File: src/rtl/iob_reg_file_dump_defs.sv
// State encoding shared by the register-file dump engine.
package iob_reg_file_dump_defs;

  localparam logic [1:0] ST_IDLE  = 2'd0;
  localparam logic [1:0] ST_RUN   = 2'd1;
  localparam logic [1:0] ST_DRAIN = 2'd2;
  localparam logic [1:0] ST_DONE  = 2'd3;

endpackage

File: src/rtl/iob_skid_fifo2.sv
// Two-entry FIFO that decouples register-file read latency from stream backpressure.
module iob_skid_fifo2 #(
  parameter int DATA_WIDTH = 8
) (
  input  logic                  clk,
  input  logic                  rst,
  input  logic                  push,
  input  logic [DATA_WIDTH-1:0] push_data,
  input  logic                  pop,
  output logic [DATA_WIDTH-1:0] head,
  output logic                  full,
  output logic                  empty,
  output logic [1:0]            occupancy
);

  logic [1:0][DATA_WIDTH-1:0] mem;
  logic                       wptr;
  logic                       rptr;
  logic [1:0]                 cnt;
  logic                       push_ok;
  logic                       pop_ok;

  assign full      = (cnt == 2'd2);
  assign empty     = (cnt == 2'd0);
  assign occupancy = cnt;
  assign head      = mem[rptr];

  // Writes to a full FIFO or reads from an empty one are dropped rather than corrupting state.
  assign push_ok = push & ~full;
  assign pop_ok  = pop & ~empty;

  // Pointer, count and storage update; simultaneous push/pop leaves the count unchanged.
  always_ff @(posedge clk) begin
    if (rst) begin
      mem  <= '0;
      wptr <= 1'b0;
      rptr <= 1'b0;
      cnt  <= 2'd0;
    end else begin
      if (push_ok) begin
        mem[wptr] <= push_data;
        wptr      <= ~wptr;
      end
      if (pop_ok) rptr <= ~rptr;
      case ({push_ok, pop_ok})
        2'b10:   cnt <= cnt + 2'd1;
        2'b01:   cnt <= cnt - 2'd1;
        default: cnt <= cnt;
      endcase
    end
  end

endmodule

File: src/rtl/iob_reg_file_dump.sv
// Streams a contiguous (wrapping) range of a register file out over a valid/ready port.
module iob_reg_file_dump
  import iob_reg_file_dump_defs::*;
#(
  parameter int DATA_WIDTH = 8,
  parameter int ADDR_WIDTH = 4
) (
  input  logic                  clk,
  input  logic                  rst,
  input  logic                  start,
  input  logic [ADDR_WIDTH-1:0] base_addr,
  input  logic [ADDR_WIDTH:0]   len,
  output logic                  mem_en,
  output logic [ADDR_WIDTH-1:0] mem_addr,
  input  logic [DATA_WIDTH-1:0] mem_rdata,
  output logic                  m_valid,
  input  logic                  m_ready,
  output logic [DATA_WIDTH-1:0] m_data,
  output logic                  m_last,
  output logic                  busy,
  output logic                  done
);

  localparam logic [ADDR_WIDTH:0] CNT_ONE = {{ADDR_WIDTH{1'b0}}, 1'b1};

  logic [1:0]            state;
  logic [1:0]            state_nx;
  logic [ADDR_WIDTH-1:0] addr_q;
  logic [ADDR_WIDTH:0]   rd_left;
  logic [ADDR_WIDTH:0]   tx_left;
  logic                  rd_pend;
  logic                  pop;
  logic                  credit;
  logic                  issue;
  logic                  fifo_full;
  logic                  fifo_empty;
  logic [1:0]            fifo_occ;

  iob_skid_fifo2 #(.DATA_WIDTH(DATA_WIDTH)) u_fifo (
    .clk       (clk),
    .rst       (rst),
    .push      (rd_pend),
    .push_data (mem_rdata),
    .pop       (pop),
    .head      (m_data),
    .full      (fifo_full),
    .empty     (fifo_empty),
    .occupancy (fifo_occ)
  );

  assign m_valid  = ~fifo_empty;
  assign pop      = m_valid & m_ready;
  assign m_last   = m_valid && (tx_left == CNT_ONE);
  assign mem_addr = addr_q;

  // A new read is allowed only if buffered words (after this cycle's pop) plus the
  // read already in flight leave a free FIFO slot when its data lands. Counting the
  // pop lets a continuously ready sink take one word per cycle.
  always_comb begin
    credit = 1'b0;
    if (rd_pend) credit = fifo_empty || ((fifo_occ == 2'd1) && pop);
    else         credit = ~fifo_full || pop;
  end

  assign issue = (state == ST_RUN) && (rd_left != '0) && credit;

  // State register.
  always_ff @(posedge clk) begin
    if (rst) state <= ST_IDLE;
    else     state <= state_nx;
  end

  // Next-state logic.
  always_comb begin
    state_nx = state;
    case (state)
      ST_IDLE:  if (start) state_nx = (len == '0) ? ST_DONE : ST_RUN;
      ST_RUN:   if (issue && (rd_left == CNT_ONE)) state_nx = ST_DRAIN;
      ST_DRAIN: if (pop && (tx_left == CNT_ONE)) state_nx = ST_DONE;
      ST_DONE:  state_nx = ST_IDLE;
      default:  state_nx = ST_IDLE;
    endcase
  end

  // Control outputs decoded from state.
  always_comb begin
    mem_en = issue;
    busy   = (state == ST_RUN) || (state == ST_DRAIN);
    done   = (state == ST_DONE);
  end

  // Address, read/transfer counters and read-in-flight flag; parameters latch only in IDLE.
  always_ff @(posedge clk) begin
    if (rst) begin
      addr_q  <= '0;
      rd_left <= '0;
      tx_left <= '0;
      rd_pend <= 1'b0;
    end else begin
      rd_pend <= issue;
      if ((state == ST_IDLE) && start) begin
        addr_q  <= base_addr;
        rd_left <= len;
        tx_left <= len;
      end else begin
        if (issue) begin
          addr_q  <= addr_q + 1'b1;
          rd_left <= rd_left - 1'b1;
        end
        if (pop) tx_left <= tx_left - 1'b1;
      end
    end
  end

endmodule

File: config.mk
export PLATFORM = sky130hd
export DESIGN_NAME = iob_reg_file_dump
export DESIGN_NICKNAME = d
export VERILOG_FILES = /design/src/rtl/iob_reg_file_dump_defs.sv /design/src/rtl/iob_skid_fifo2.sv /design/src/rtl/iob_reg_file_dump.sv
export SDC_FILE = /design/constraint.sdc
export NUM_CORES = 1
export LEC_CHECK = 0
export CAP_MARGIN = 5
export CORE_ASPECT_RATIO = 0.7
export CORE_UTILIZATION = 32
export CTS_CLUSTER_DIAMETER = 50
export CTS_CLUSTER_SIZE = 25
export DETAILED_ROUTE_END_ITERATION = 7
export MAX_ROUTING_LAYER = met4
export RECOVER_POWER = 50
export SYNTH_ARGS = -nofsm -noshare
export SYNTH_HDL_FRONTEND = slang
export SYNTH_SLANG_ARGS = --single-unit
File: constraint.sdc
create_clock -name clk -period 2.53 [get_ports clk]
set_clock_uncertainty 0.2 [all_clocks]
set_input_delay 0.506 -clock clk [delete_from_list [all_inputs] [get_ports clk]]
set_output_delay 0.506 -clock clk [all_outputs]
set_load 0.02 [all_outputs]
==> impl_metrics.py <==
metrics = {
    "clock_network": {
        "cts.sink_count": 37,
        "cts_htree_levels": 2,
        "clkLatencyLatePin_ns": 0.28,
        "ctsRootBufferMaster": "sky130_fd_sc_hd__clkbuf_8",
        "worst_setup_hold_path_clk_slew_ns": 0.08,
        "cts_tree": "built",
        "clock_path_buffers": 2,
        "tritoncts.num_buffers": 5,
        "postCtsSetupRepairBufs": 0,
    },
    "layout": {
        "drive_above_1_share_pct": 13.3,
        "finalCoreUtilization_pct": 43.7,
        "synthToLayoutAreaGrowth_pct": 32.3,
        "diodes": 0,
        "nets": 283,
    },
    "synth": {
        "yosysUniqueCellTypes": 39,
        "synth_area_leader_cell": "sky130_fd_sc_hd__dfxtp_1",
        "synthesis.yosys.warnings": 0,
        "synth_enable_flop_cells": 0,
        "synth-async-reset-ratio_pct": 0,
        "mappedNetlistArea_um2": 1890,
        "syn-instance-count": 199,
        "synth.ff_latch_count": 37,
        "synth.top_cells.by_area": "sky130_fd_sc_hd__dfxtp_1 39%, sky130_fd_sc_hd__ha_1 9.9%, sky130_fd_sc_hd__mux2i_1 9.5%, sky130_fd_sc_hd__mux2_2 4.8%, sky130_fd_sc_hd__nor2_1 4.6%",
        "post_synth.cell_area_avg_um2": 9.51,
        "yosys_top_cell_area_share_pct": 39.1,
        "ys_seq_area_share_pct": 39.1,
        "synthesis.nets": 235,
        "dominantRegCellSynth": "sky130_fd_sc_hd__dfxtp_1",
    },
    "detailed_routing": {
        "drt-vias-per-instance": 4.68,
        "drc": 0,
        "wirelength_mm": 3.93,
        "number_of_search_and_repair_iterations_in_the_first_detailed_routing_pass": 4,
        "drtAntennaViolNets": 0,
        "routed-via-count": 1513,
        "drt-wirelength-per-cell_um": 12.2,
        "drt_first_iter_violations": 87,
    },
    "die": {
        "die_w_um": 93.9,
        "die_h_um": 66.4,
        "core_region_area_um2": 5730,
        "ios": 38,
        "dieArea_um2": 6230,
        "num_rows": 23,
        "initial_utilization_pct": 33.1,
    },
    "hold_path": {
        "worst_hold_path_cell_count": 2,
        "holdCritPathClass": "reg -> reg",
    },
    "worst_setup_path": {
        "timing.reg2reg.worst_path_depth": 8,
        "regToRegSetupSlack_ns": 0.32,
        "cp.required_ns": 1.82,
        "worst_r2r_startpoint": "u_fifo.occupancy[0]",
        "regToRegEndpoint": "state[0]",
        "worstSetupStartpointType": "flop",
        "crit_cells": 3,
        "path_buf_inv": 2,
        "worstSetupStartpoint": "state[0]",
        "setup.worst_path.class": "reg -> out",
        "worstPathArrival_ns": 1.68,
        "worst_setup_path_endpoint": "busy",
        "cp_slowest_stage_delay_ns": 0.61,
        "timing.critical_path.to_type": "primary output",
        "cp_top_family": "buffers and inverters",
        "crit_path_max_fanout": 4,
        "path_cells": "inv_1 > ha_1 > clkdlybuf4s50_1",
        "timing.critical_path.slowest_stage_cell": "sky130_fd_sc_hd__clkdlybuf4s50_1",
    },
    "timing": {
        "slew_headroom_pct": 61.5,
        "grt_setup_unrepaired": "false",
        "tightestPinTransition_ns": 0.577,
        "final_hold_viol_count": 0,
        "setup_viol_count_final": 0,
        "hold_slack_ns": 0.293,
        "final_max_slew_viol_count": 0,
        "finalCritPeriodShare_pct": 94.5,
        "time_the_final_worst_path_needs_with_i_o_delays_and_setup_ns": 2.39,
        "fmax_mhz": 418,
    },
    "placed_design": {
        "port_buffers": 37,
        "gp_congestion": 0.772,
        "post-dp-hpwl_mm": 2.97,
    },
    "global_route": {
        "grt_first_pass_wirelength_mm": 6.53,
        "globalRouteOverflowTotal": 0,
        "initial_antenna_violation_count": 0,
        "grt_use_total_pct": 13.8,
        "grt_start_max_net_pins": 26,
        "vias_in_the_first_global_route": 1375,
    },
    "power_and_ir_drop": {
        "power.density_nw_per_um2": 1010,
        "cellLeakagePower_nw": 1.05,
        "ir_worst_vdd_uv": 335,
    },
    "run_status": {
        "outcome": "completed",
    },
    "job": {
        "cap_violations": 0,
    },
}
through the flow:
step                      worst slack, ns  instances  power [mW]  TNS, ns  cell area [µm²]
final                               0.139        323        2.54        0             2500
after global routing               0.0347        323        2.74        0             2500
after CTS                         0.00156        323        2.60        0             2530
after detailed placement           -0.191        315        2.06   -0.191             2410
after global placement             -0.188        315        2.06   -0.188             2410
after floorplan                     0.455        199        1.66        0             1890
layer usage:
metal	GRT usage, %	share of wire (%)
met4	4.04	0.38
met1	19.5	54
met5	-	0
met2	19.6	43
met3	2.87	2.7
power by group:
| group | internal (mW) | switching, mW | leakage (nW) |
|---|---|---|---|
| Combinational | 0.551 | 0.585 | 0.690 |
| Clock | 0.321 | 0.215 | 0.0574 |
| Sequential | 0.728 | 0.137 | 0.303 |
worst min-delay path by stage:
stage,to,start,slack (ns)
2_1_floorplan,u_fifo.mem[0],u_fifo.mem[0],0.26
3_3_place_gp,u_fifo.mem[0],u_fifo.mem[0],0.27
3_5_place_dp,u_fifo.mem[3],u_fifo.mem[3],0.28
4_1_cts,u_fifo.mem[3],u_fifo.mem[3],0.30
5_1_grt,u_fifo.mem[3],u_fifo.mem[3],0.32
6_report,u_fifo.mem[14],u_fifo.mem[14],0.29
worst reg2reg max path, stage by stage (launching register included):
cell and delay (ns):
sky130_fd_sc_hd__dfxtp_1 0.37, sky130_fd_sc_hd__inv_1 0.08, sky130_fd_sc_hd__ha_1 0.21, sky130_fd_sc_hd__nand2b_1 0.17
sky130_fd_sc_hd__o221ai_2 0.18, sky130_fd_sc_hd__clkbuf_1 0.30, sky130_fd_sc_hd__a41o_1 0.30, sky130_fd_sc_hd__nand3_2 0.10
sky130_fd_sc_hd__a221oi_2 0.22
logic make-up after synthesis:
kind of cell             after synthesis  share of synthesized area, %
AO/OA/AOI/OAI                         31                          10.6
XOR/XNOR                              15                          6.94
adder cells (fa/ha/maj)               15                          9.91
buffers and inverters                 21                          4.63
flip-flops                            37                          39.1
multiplexers                          26                          14.3
AND/OR/NAND/NOR                       54                          14.5
synth_stat cells (all sizes together) (2+ instances only):
cell type / count
buf: 2
and3: 3
mux2: 8
mux2i: 18
nand3: 7
o21ai: 8
clkbuf: 6
inv: 12
nor2: 24
dfxtp: 37
xnor2: 7
a21oi: 15
nor3: 4
a41o: 2
ha: 15
nand2b: 3
xor2: 8
o221ai: 2
nand2: 5
cell type report:
| cell class | instances | area [µm²] |
|---|---|---|
| tap | 75 | 93.8 |
| inverter | 13 | 48.8 |
| timing repair buffer | 49 | 442 |
| clock buffer | 6 | 82.6 |
| clock inverter | 2 | 37.5 |
| sequential | 37 | 742 |
| multi-input combinational | 141 | 1060 |
| fill | 562 | 3220 |
what timing repair did:
action                                  4_1_cts  5_1_grt
hold buffers                                  0        0
resized for setup                             2        4
endpoints found under the setup margin        2       10
cloned                                        0        0
cell usage in the layout (no fill, tap or decap), types with 3 or more instances in the layout:
| cell type | count |
|---|---|
| sky130_fd_sc_hd__clkbuf_8 | 6 |
| sky130_fd_sc_hd__xnor2_1 | 7 |
| sky130_fd_sc_hd__clkdlybuf4s50_1 | 33 |
| sky130_fd_sc_hd__clkbuf_1 | 4 |
| sky130_fd_sc_hd__nor3_1 | 4 |
| sky130_fd_sc_hd__o21ai_0 | 8 |
| sky130_fd_sc_hd__buf_4 | 8 |
| sky130_fd_sc_hd__nand2b_1 | 3 |
| sky130_fd_sc_hd__ha_1 | 15 |
| sky130_fd_sc_hd__mux2i_1 | 18 |
| sky130_fd_sc_hd__dfxtp_1 | 36 |
| sky130_fd_sc_hd__mux2_2 | 8 |
| sky130_fd_sc_hd__nand3_1 | 6 |
| sky130_fd_sc_hd__nand2_1 | 5 |
| sky130_fd_sc_hd__xor2_1 | 8 |
| sky130_fd_sc_hd__inv_1 | 12 |
| sky130_fd_sc_hd__a21oi_1 | 14 |
| sky130_fd_sc_hd__nor2_1 | 23 |
sequential cells by signal (all words and copies together) (netlist names):
signal            count
u_fifo.mem           16
rd_left               5
tx_left               5
mem_addr              4
state                 2
u_fifo.occupancy      2
rd_pend               1
u_fifo.rptr           1
u_fifo.wptr           1
(Power assumes the default switching activity.)
